### src/rtl/exe_mem_pkg.sv
// Shared pipeline definitions for the EXE/MEM register and neighbouring stage registers.
// Latency: n/a (types and constants only).
// Backpressure: n/a.
// Contents: control field widths, FP sequencing state enum, MEM-side bus struct, bubble helper.
package exe_mem_pkg;

    localparam int WB_W  = 10;
    localparam int MEM_W = 3;

    localparam logic [WB_W-1:0]  WB_BUBBLE  = '0;
    localparam logic [MEM_W-1:0] MEM_BUBBLE = '0;

    typedef enum logic [0:0] {
        IDLE    = 1'b0,
        FP_BUSY = 1'b1
    } fp_state_e;

    // Everything registered at the EXE/MEM boundary, in one word.
    typedef struct packed {
        logic [WB_W-1:0]  wb;
        logic [MEM_W-1:0] mem;
        logic [31:0]      pc;
        logic [31:0]      result;
        logic [31:0]      store_data;
        logic [4:0]       dst;
        logic             fp;
        logic             valid;
    } mem_bus_t;

    // A bubble still carries the PC so exception/debug logic downstream sees where it came from.
    function automatic mem_bus_t make_bubble(input logic [31:0] pc);
        mem_bus_t b;
        b        = '0;
        b.wb     = WB_BUBBLE;
        b.mem    = MEM_BUBBLE;
        b.pc     = pc;
        return b;
    endfunction

endpackage

### src/rtl/exe_mem_if.sv
// Signal bundle between ID_EXE / EXE units and the EXE/MEM register.
// Latency: n/a (wires only).
// Backpressure: mem_stall in, stall_EXE out.
// slave = the exe_mem stage; master = whatever drives the EXE side and observes MEM.
interface exe_mem_if;
    import exe_mem_pkg::*;

    logic              valid_EXE;
    logic [WB_W-1:0]   WB_control_EXE;
    logic [MEM_W-1:0]  MEM_control_EXE;
    logic              FP_EXE;
    logic [31:0]       PC_EXE;
    logic [31:0]       ALU_result;
    logic [31:0]       FP_result;
    logic [31:0]       Store_data;
    logic [4:0]        Dst_reg;
    logic              mem_stall;
    logic              flush;

    logic [WB_W-1:0]   WB_control_MEM;
    logic [MEM_W-1:0]  MEM_control_MEM;
    logic [31:0]       PC_MEM;
    logic [31:0]       Result_MEM;
    logic [31:0]       Store_data_MEM;
    logic [4:0]        Dst_reg_MEM;
    logic              FP_MEM;
    logic              valid_MEM;
    logic              stall_EXE;

    modport slave (
        input  valid_EXE, WB_control_EXE, MEM_control_EXE, FP_EXE, PC_EXE,
               ALU_result, FP_result, Store_data, Dst_reg, mem_stall, flush,
        output WB_control_MEM, MEM_control_MEM, PC_MEM, Result_MEM,
               Store_data_MEM, Dst_reg_MEM, FP_MEM, valid_MEM, stall_EXE
    );

    modport master (
        output valid_EXE, WB_control_EXE, MEM_control_EXE, FP_EXE, PC_EXE,
               ALU_result, FP_result, Store_data, Dst_reg, mem_stall, flush,
        input  WB_control_MEM, MEM_control_MEM, PC_MEM, Result_MEM,
               Store_data_MEM, Dst_reg_MEM, FP_MEM, valid_MEM, stall_EXE
    );

endinterface

### src/rtl/exe_mem_fp_busy_ctr.sv
// Multi-cycle FP occupancy counter: tracks how long an FP op has been sitting in EXE.
// Latency: start -> done after FP_LAT-1 edges; done is combinational on cnt==0.
// Backpressure: counts down through mem_stall, holds at 0 until mem_stall drops; flush aborts.
// Ports: Clk/Rst, start_i (FP op arriving in IDLE), flush_i, mem_stall_i,
//        busy_o (in FP_BUSY), done_o (capture FP result this edge), stall_req_o (hold EXE).
module exe_mem_fp_busy_ctr
    import exe_mem_pkg::*;
#(
    parameter int FP_LAT = 4
) (
    input  logic Clk,
    input  logic Rst,
    input  logic start_i,
    input  logic flush_i,
    input  logic mem_stall_i,
    output logic busy_o,
    output logic done_o,
    output logic stall_req_o
);

    // The issue cycle is one of the FP_LAT cycles, and the final cnt==0 cycle is another.
    localparam logic [3:0] CNT_INIT = (FP_LAT > 1) ? 4'(FP_LAT - 2) : 4'd0;

    fp_state_e  state_q, state_d;
    logic [3:0] cnt_q, cnt_d;

    always_ff @(posedge Clk or posedge Rst) begin
        if (Rst) begin
            state_q <= IDLE;
            cnt_q   <= 4'd0;
        end else begin
            state_q <= state_d;
            cnt_q   <= cnt_d;
        end
    end

    always_comb begin
        state_d = state_q;
        cnt_d   = cnt_q;
        case (state_q)
            IDLE: begin
                if (start_i && !flush_i) begin
                    state_d = FP_BUSY;
                    cnt_d   = CNT_INIT;
                end
            end
            FP_BUSY: begin
                if (flush_i) begin
                    state_d = IDLE;
                    cnt_d   = 4'd0;
                end else if (cnt_q != 4'd0) begin
                    cnt_d = cnt_q - 4'd1;
                end else if (!mem_stall_i) begin
                    state_d = IDLE;
                end
            end
            default: begin
                state_d = IDLE;
                cnt_d   = 4'd0;
            end
        endcase
    end

    always_comb begin
        busy_o      = 1'b0;
        done_o      = 1'b0;
        stall_req_o = 1'b0;
        case (state_q)
            IDLE: begin
                stall_req_o = start_i && !flush_i;
            end
            FP_BUSY: begin
                busy_o      = 1'b1;
                done_o      = (cnt_q == 4'd0) && !flush_i && !mem_stall_i;
                // A flushed op frees EXE at once; only mem_stall can still hold it.
                stall_req_o = !flush_i && !done_o;
            end
            default: ;
        endcase
    end

endmodule

### src/rtl/exe_mem.sv
// EXE/MEM pipeline register with multi-cycle FP sequencing, bubble insertion and flush.
// Latency: integer op 1 edge; FP op lands at MEM on the FP_LAT-th edge after FP_LAT-1 bubbles.
// Backpressure: mem_stall holds all MEM outputs; stall_EXE (comb) holds ID_EXE and earlier.
// Ports: Clk, Rst (async, active-high), bus (exe_mem_if.slave: EXE-side inputs, MEM-side outputs).
module exe_mem
    import exe_mem_pkg::*;
#(
    parameter int FP_LAT = 4
) (
    input  logic       Clk,
    input  logic       Rst,
    exe_mem_if.slave   bus
);

    if (FP_LAT < 1 || FP_LAT > 16) begin : g_bad_fp_lat
        $error("exe_mem: FP_LAT must be within 1..16");
    end

    localparam bit FP_MULTI = (FP_LAT > 1);

    logic     fp_start;
    logic     fp_busy;
    logic     fp_done;
    logic     fp_stall_req;
    mem_bus_t cap_bus;
    mem_bus_t bus_q, bus_d;

    // With FP_LAT==1 an FP op behaves exactly like an integer op.
    assign fp_start = bus.valid_EXE && bus.FP_EXE && FP_MULTI;

    exe_mem_fp_busy_ctr #(.FP_LAT(FP_LAT)) u_fp_ctr (
        .Clk         (Clk),
        .Rst         (Rst),
        .start_i     (fp_start),
        .flush_i     (bus.flush),
        .mem_stall_i (bus.mem_stall),
        .busy_o      (fp_busy),
        .done_o      (fp_done),
        .stall_req_o (fp_stall_req)
    );

    always_comb begin
        cap_bus            = '0;
        cap_bus.wb         = bus.WB_control_EXE;
        cap_bus.mem        = bus.MEM_control_EXE;
        cap_bus.pc         = bus.PC_EXE;
        cap_bus.result     = bus.FP_EXE ? bus.FP_result : bus.ALU_result;
        cap_bus.store_data = bus.Store_data;
        cap_bus.dst        = bus.Dst_reg;
        cap_bus.fp         = bus.FP_EXE;
        cap_bus.valid      = 1'b1;
    end

    always_comb begin
        bus_d = bus_q;
        if (!bus.mem_stall) begin
            if (bus.flush) begin
                bus_d = make_bubble(bus.PC_EXE);
            end else if (fp_busy) begin
                bus_d = fp_done ? cap_bus : make_bubble(bus.PC_EXE);
            end else if (bus.valid_EXE && !fp_start) begin
                bus_d = cap_bus;
            end else begin
                bus_d = make_bubble(bus.PC_EXE);
            end
        end
    end

    always_ff @(posedge Clk or posedge Rst) begin
        if (Rst) begin
            bus_q <= '0;
        end else begin
            bus_q <= bus_d;
        end
    end

    assign bus.WB_control_MEM  = bus_q.wb;
    assign bus.MEM_control_MEM = bus_q.mem;
    assign bus.PC_MEM          = bus_q.pc;
    assign bus.Result_MEM      = bus_q.result;
    assign bus.Store_data_MEM  = bus_q.store_data;
    assign bus.Dst_reg_MEM     = bus_q.dst;
    assign bus.FP_MEM          = bus_q.fp;
    assign bus.valid_MEM       = bus_q.valid;
    assign bus.stall_EXE       = fp_stall_req || bus.mem_stall;

    // While busy, the FP result may only be latched on the final (cnt==0) cycle.
    a_fp_sample_at_done: assert property (@(posedge Clk) disable iff (Rst)
        (fp_busy && !bus.mem_stall && !bus.flush && bus_d.valid) |-> fp_done);

endmodule
### src/flat_wrapper.sv
// flat-port wrapper written by rule: the top's interface ports become plain ports
module exe_mem_flat import exe_mem_pkg::*;
#(
    parameter int FP_LAT = 4
)
  (Clk, Rst, bus_valid_EXE, bus_WB_control_EXE, bus_MEM_control_EXE, bus_FP_EXE, bus_PC_EXE, bus_ALU_result, bus_FP_result, bus_Store_data, bus_Dst_reg, bus_mem_stall, bus_flush, bus_WB_control_MEM, bus_MEM_control_MEM, bus_PC_MEM, bus_Result_MEM, bus_Store_data_MEM, bus_Dst_reg_MEM, bus_FP_MEM, bus_valid_MEM, bus_stall_EXE);
  exe_mem_if bus_i ();
  input  logic Clk;
  input  logic Rst;
  input wire logic [$bits(bus_i.valid_EXE)-1:0] bus_valid_EXE;
  input wire logic [$bits(bus_i.WB_control_EXE)-1:0] bus_WB_control_EXE;
  input wire logic [$bits(bus_i.MEM_control_EXE)-1:0] bus_MEM_control_EXE;
  input wire logic [$bits(bus_i.FP_EXE)-1:0] bus_FP_EXE;
  input wire logic [$bits(bus_i.PC_EXE)-1:0] bus_PC_EXE;
  input wire logic [$bits(bus_i.ALU_result)-1:0] bus_ALU_result;
  input wire logic [$bits(bus_i.FP_result)-1:0] bus_FP_result;
  input wire logic [$bits(bus_i.Store_data)-1:0] bus_Store_data;
  input wire logic [$bits(bus_i.Dst_reg)-1:0] bus_Dst_reg;
  input wire logic [$bits(bus_i.mem_stall)-1:0] bus_mem_stall;
  input wire logic [$bits(bus_i.flush)-1:0] bus_flush;
  output wire logic [$bits(bus_i.WB_control_MEM)-1:0] bus_WB_control_MEM;
  output wire logic [$bits(bus_i.MEM_control_MEM)-1:0] bus_MEM_control_MEM;
  output wire logic [$bits(bus_i.PC_MEM)-1:0] bus_PC_MEM;
  output wire logic [$bits(bus_i.Result_MEM)-1:0] bus_Result_MEM;
  output wire logic [$bits(bus_i.Store_data_MEM)-1:0] bus_Store_data_MEM;
  output wire logic [$bits(bus_i.Dst_reg_MEM)-1:0] bus_Dst_reg_MEM;
  output wire logic [$bits(bus_i.FP_MEM)-1:0] bus_FP_MEM;
  output wire logic [$bits(bus_i.valid_MEM)-1:0] bus_valid_MEM;
  output wire logic [$bits(bus_i.stall_EXE)-1:0] bus_stall_EXE;
  assign bus_i.valid_EXE = bus_valid_EXE;
  assign bus_i.WB_control_EXE = bus_WB_control_EXE;
  assign bus_i.MEM_control_EXE = bus_MEM_control_EXE;
  assign bus_i.FP_EXE = bus_FP_EXE;
  assign bus_i.PC_EXE = bus_PC_EXE;
  assign bus_i.ALU_result = bus_ALU_result;
  assign bus_i.FP_result = bus_FP_result;
  assign bus_i.Store_data = bus_Store_data;
  assign bus_i.Dst_reg = bus_Dst_reg;
  assign bus_i.mem_stall = bus_mem_stall;
  assign bus_i.flush = bus_flush;
  assign bus_WB_control_MEM = bus_i.WB_control_MEM;
  assign bus_MEM_control_MEM = bus_i.MEM_control_MEM;
  assign bus_PC_MEM = bus_i.PC_MEM;
  assign bus_Result_MEM = bus_i.Result_MEM;
  assign bus_Store_data_MEM = bus_i.Store_data_MEM;
  assign bus_Dst_reg_MEM = bus_i.Dst_reg_MEM;
  assign bus_FP_MEM = bus_i.FP_MEM;
  assign bus_valid_MEM = bus_i.valid_MEM;
  assign bus_stall_EXE = bus_i.stall_EXE;
  exe_mem #(.FP_LAT(FP_LAT)) u_core (.Clk(Clk), .Rst(Rst), .bus(bus_i));
endmodule
### config.mk
export PLATFORM = sky130hd
export DESIGN_NAME = exe_mem_flat
export DESIGN_NICKNAME = d
export VERILOG_FILES = /design/src/rtl/exe_mem_pkg.sv /design/src/rtl/exe_mem_if.sv /design/src/rtl/exe_mem_fp_busy_ctr.sv /design/src/rtl/exe_mem.sv /design/src/flat_wrapper.sv
export SDC_FILE = /design/constraint.sdc
export NUM_CORES = 1
export LEC_CHECK = 0
export ABC_AREA = 1
export BUFFER_PORTS_ARGS = -buffer_cell sky130_fd_sc_hd__clkbuf_2
export CORE_ASPECT_RATIO = 2
export CORE_MARGIN = 5
export CORE_UTILIZATION = 47
export DETAILED_ROUTE_END_ITERATION = 16
export PLACE_DENSITY = 0.81
export SETUP_SLACK_MARGIN = 0.3
export SLEW_MARGIN = 20
export SYNTH_ARGS = -nofsm -noshare
export SYNTH_HDL_FRONTEND = slang
export SYNTH_SLANG_ARGS = --single-unit
### constraint.sdc
create_clock -name Clk -period 4.3 [get_ports Clk]
set_input_delay 0.43 -clock Clk [delete_from_list [all_inputs] [get_ports Clk]]
set_output_delay 0.43 -clock Clk [all_outputs]
set_load 0.01 [all_outputs]
**Yosys cells after proc, flatten, opt, wreduce, memory -nomap -nowiden**

Cells that the tools add are included.

- Register bits after elaboration: 121
- Latch bits: 0
- Input port bits: 152
- Memories: 0
- Bits in read-only memories: 0
- Bits in writable memories: 0

- Bitwise operators: 1
- Magnitude comparators: 0
- Add/sub/neg operators: 1
- Shift-type cells: 0
- Div/mod/pow operators: 0
- Eq/ne operators: 2
- Reductions and logical operators: 14
- $mul: 0
- Multiplexer cells: 17

Operators by type and width:

| operator | count |
|---|---|
| 2-to-1 mux 116 bit | 4 |
| 2-to-1 mux 32 bit | 1 |
| 2-to-1 mux 4 bit | 3 |
| one-hot mux 4 bit (2 select lines) | 1 |
| logical AND 1 bit | 6 |
| 2-to-1 mux 1 bit | 6 |
| logical NOT 1 bit | 4 |
| logical NOT 4 bit | 1 |
| one-hot mux 1 bit (2 select lines) | 2 |
| nonzero test 4 bit | 1 |
| subtractor 4 x 1 -> 4 bit, second input constant | 1 |
| != test 3 x 2 -> 1 bit, second input constant | 1 |
| != test 2 bit, second input constant | 1 |
| AND reduction 2 bit | 1 |
| logical OR 1 bit | 1 |
| NOT 1 bit | 1 |

**Longest topological paths before layout**

- Word-level depth: 7
- Mapped depth: 9

**Hierarchy**

From an unflattened synthesis, not the netlist that was laid out.

- Cells, all modules: 653
- Area, all modules: 5355.1 um^2

Modules (own cells, without submodules):

| module | instances | area each (um^2) | seq. area each (um^2) | cells an instance |
|---|---|---|---|---|
| exe_mem | 1 | 5041.1 | 2902.8 | 611 |
| exe_mem_fp_busy_ctr | 1 | 314.1 | 125.1 | 42 |

**Least setup slack after synthesis**

No wires, ideal clock.

- Path kind: flip-flop to output port
- Start: register u_core.u_fp_ctr.cnt_q[0]
- End: output bus_stall_EXE
- Buffers on the path: 0
- Arrival time: 1.038 ns
- Path slack: 2.832 ns
- Stages on the path, launching flop included: 8
- Required time: 3.870 ns
- Path through: dfrtp_1 -> inv_1 -> ha_1 -> nand2_2 -> nor2_4 -> nand2_1 -> nand3_1 -> nand3_1

- Longest elaborated chain between the ends: 7

Ends and longest elaborated chain:

| item | RTL line | text |
|---|---|---|
| from (decl) | exe_mem_fp_busy_ctr.sv:25 | `logic [3:0] cnt_q, cnt_d;` |
| from (signal assigned) | exe_mem_fp_busy_ctr.sv:33 | `cnt_q <= cnt_d;` |
| logical NOT 4 bit | exe_mem_fp_busy_ctr.sv:74 | `done_o = (cnt_q == 4'd0) && !flush_i && !mem_stall_i;` |
| logical AND 1 bit (2 in series) | exe_mem_fp_busy_ctr.sv:74 |  |
| logical NOT 1 bit | exe_mem_fp_busy_ctr.sv:76 | `stall_req_o = !flush_i && !done_o;` |
| logical AND 1 bit | exe_mem_fp_busy_ctr.sv:76 |  |
| one-hot mux 1 bit (2 select lines) | exe_mem_fp_busy_ctr.sv:68 | `case (state_q)` |
| logical OR 1 bit | exe_mem.sv:85 | `assign bus.stall_EXE = fp_stall_req \|\| bus.mem_stall;` |
| to (decl) | flat_wrapper.sv:29 | `output wire logic [$bits(bus_i.stall_EXE)-1:0] bus_stall_EXE;` |

No other way between the ends.

**Worst setup path in the final report**

- Start: input bus_mem_stall
- End: output bus_stall_EXE

- Longest elaborated chain between the ends: 6

Ends and longest elaborated chain:

| item | RTL line | text |
|---|---|---|
| from (decl) | flat_wrapper.sv:19 | `input wire logic [$bits(bus_i.mem_stall)-1:0] bus_mem_stall;` |
| logical NOT 1 bit | - |  |
| logical AND 1 bit | exe_mem_fp_busy_ctr.sv:74 |  |
| logical NOT 1 bit | exe_mem_fp_busy_ctr.sv:76 |  |
| logical AND 1 bit | exe_mem_fp_busy_ctr.sv:76 |  |
| one-hot mux 1 bit (2 select lines) | exe_mem_fp_busy_ctr.sv:68 |  |
| logical OR 1 bit * | exe_mem.sv:85 |  |

Every way passes the cells marked *; elsewhere a longest branch is shown, timed or not.

==> results.yml <==
outcome:
  status: "finished, final reports clean"
yosys:
  yosys.area.top_type_share_pct: 52.3
  syn_nets: 802
  synth_top_family_by_area: "simple AND/OR/NAND/NOR gates"
  yosysWarnings: 0
  synth_area_sq_mm: 0.00579
  synth-edff-count: 0
  synth.mux.area_fraction_pct: 0.173
  yosysTopAreaCell: "dfrtp_1"
  ys_ff_latch: 121
  ys_seq_area_share_pct: 52.3
  synth_compound_area_share_pct: 0.475
  syn_inst: 648
  synthAdderAreaFrac_pct: 0.432
  yosys-top-cells-count: "nand2_1 (370), dfrtp_1 (121), nand3_2 (81)"
  yosysMostFrequentCell: "nand2_1"
  synth-async-reset-ratio_pct: 100
  synth_xor_area_share_pct: 0
  synth_cell_types: 25
  avgSynthCellArea_sq_um: 8.94
  synth-main-ff-cell: "dfrtp_1"
  synth_area_leaders: "dfrtp_1 (52%), nand2_1 (24%), nand3_2 (14%)"
  synthSimpleGateAreaFrac_pct: 40.2
grt:
  grt_pass1_vias: 5051
  antenna_found_initial: 1
  grt_overflow: 0
  track_usage_pct: 21.3
  top_usage_layer: "met2"
  grt_max_degree: 89
  gr-usage-met3_pct: 5.64
  grtUsageMet1_pct: 24.2
  grtUsageMet2_pct: 36.2
  grt_pass1_wl_um: 24600
cts:
  clk_transition_reported_paths_ns: 0.06
  clk_path_buf_depth: 2
  post_cts_resized: 0
  cts_buffers: 17
  clk_latency_ns: 0.40
  ctsHoldBuffers: 0
  cts_max_level: 4
  cts_tree: "built"
  cts_sinks: 121
  cts_root_buf: "clkbuf_16"
  post_cts_buffers: 0
setup_path:
  startpoint_type: "input pin"
  cp_data_arrival_time_ns: 1.83
  path_class: "in -> out"
  path_max_fanout: 57
  critical_path_required_ns: 3.87
  r2r_slack_ns: 2.47
  slowest_stage: "buf_4"
  worstPathCellList: "buf_4, inv_2, nand2_1, nand3_1, nand3_1, clkbuf_2"
  critPathCaptureType: "primary output"
  reg2reg_to: "u_core.bus.Dst_reg_MEM[1]"
  max_stage_delay_ns: 0.47
  worstReg2RegStart: "u_core.u_fp_ctr.cnt_q[0]"
  cp_common_cell: "nand3_1"
  worstRegToRegCells: 8
die:
  dieArea_sq_mm: 0.0148
  die_w_um: 88.5
  initial_core_util_pct: 47.8
  die_h_um: 167
  core_sq_mm: 0.0121
  io_pins: 269
  rows: 57
timing:
  fmax_mhz: 442
  hold_viol: 0
  clock_skew_ns: 0.0111
  holdWs_ns: 0.192
  report.final.slew_viol_count: 0
  grt_setup_unrepaired: "false"
  finalCritPeriodShare_pct: 52.7
  period_minus_slack_ns: 2.26
  tns_ns: 0
  maxSlewHeadroom_pct: 34.2
  tightest_slew_ns: 0.985
  finalSetupViolCount: 0
routing:
  dr.pass1.iters: 4
  drtAntennaViolNets: 0
  detail_route.wirelength_um: 15500
  route.detailed.drc: 0
  drt-initial-drc-count: 206
  routed_via_density: 4.78
  dr_total_vias: 5078
  drt-wirelength-per-cell_um: 14.6
cells_and_area:
  fill_cells: 1041
  drive_above_1_share_pct: 43.7
  num-nets-final: 1055
  utilization_pct: 62.9
  fin_cells: 1062
  syn2layout_area_growth_pct: 31.6
placement:
  hpwlAfterDp_um: 11400
  portBuffers: 268
  place.gp.congestion: 0.794
  dp_cells: 1029
worst_hold_path:
  min_path_type: "in -> async"
job:
  drv_cap: 0
pwr:
  vdd_ir_drop_max_v: 0.000290
  cellLeakagePower_nw: 4.46
  powerDensity_mw_per_mm2: 398
==> cell usage in the layout, fill, tap and decap left out, types with 5 or more instances in the layout <==
cell | synthesis | routed
nand3_1 | 6 | 6
nand3_2 | 81 | 81
buf_4 | 9 | 5
clkbuf_16 | 0 | 17
dfrtp_1 | 121 | 121
clkbuf_2 | 0 | 267
nand2_1 | 370 | 370
==> metal layers <==
metal  vias to the layer above  wire, um
li1                       2526         -
met1                      2344      5730
met2                       174      8280
met3                        34       964
met4                         0       575
met5                         -         0
==> area by class of cell <==
type / instances / area [sq um] / area share (%)
Tap cell: 147 / 184 / 2.41
Inverter: 10 / 43.8 / 0.575
Clock buffer: 19 / 453 / 5.94
Antenna cell: 1 / 2.50 / 0.0328
Sequential cell: 121 / 3030 / 39.7
Clock inverter: 13 / 119 / 1.56
Multi-Input combinational cell: 478 / 2400 / 31.5
Timing Repair Buffer: 273 / 1390 / 18.3
==> logic make-up (layout without fill, tap and decap cells) <==
group | count (synthesis) | after routing
buffers and inverters | 49 | 315
flip-flops | 121 | 121
adder cells (fa/ha/maj) | 2 | 2
AO/OA/AOI/OAI | 5 | 5
AND/OR/NAND/NOR | 470 | 470
multiplexers | 1 | 1
other | 0 | 1
==> worst max-delay path: cells and delay by family <==
family / cells / cell delay [ns]
and+or+nand+nor: 3 / 0.33
buffers and inverters: 3 / 1.03
==> power by group <==
part / switching, mW / internal (mW) / leakage (nW)
Combinational: 0.276 / 0.163 / 2.58
Sequential: 0.0406 / 1.21 / 1.61
Clock: 0.514 / 0.828 / 0.272
Total: 0.831 / 2.20 / 4.46
==> worst max path at each step <==
| stage | from | cells after the start | slack (ns) | endpoint |
|---|---|---|---|---|
| final | bus_mem_stall | 6 | 2.04 | bus_stall_EXE |
| after global routing | bus_mem_stall | 6 | 1.88 | bus_stall_EXE |
| after CTS | bus_mem_stall | 6 | 2.03 | bus_stall_EXE |
| after detailed placement | bus_mem_stall | 5 | 1.98 | u_core.bus.Store_data_MEM[12] |
| after global placement | bus_mem_stall | 6 | 2.03 | bus_stall_EXE |
| after floorplan | Rst | 1 | 0.66 | u_core.bus.Dst_reg_MEM[0] |
==> metrics by stage <==
step	setup WS, ns	area, sq um	total power [mW]
5_1_grt	1.88	7620	3.18
4_1_cts	2.03	7620	3.07
6_report	2.04	7620	3.03
3_5_place_dp	1.98	7040	1.71
3_3_place_gp	2.03	7040	1.71
2_1_floorplan	0.656	5790	1.55
==> flip-flops by register name (all words and copies together) (netlist names) <==
signal / cells
u_core.bus.Dst_reg_MEM: 5
u_core.bus.FP_MEM: 1
u_core.bus.MEM_control_MEM: 3
u_core.bus.PC_MEM: 32
u_core.bus.Result_MEM: 32
u_core.bus.Store_data_MEM: 32
u_core.bus.WB_control_MEM: 10
u_core.bus.valid_MEM: 1
u_core.u_fp_ctr.cnt_q: 4
u_core.u_fp_ctr.state_q: 1
Power figures use the tool's default switching activity.
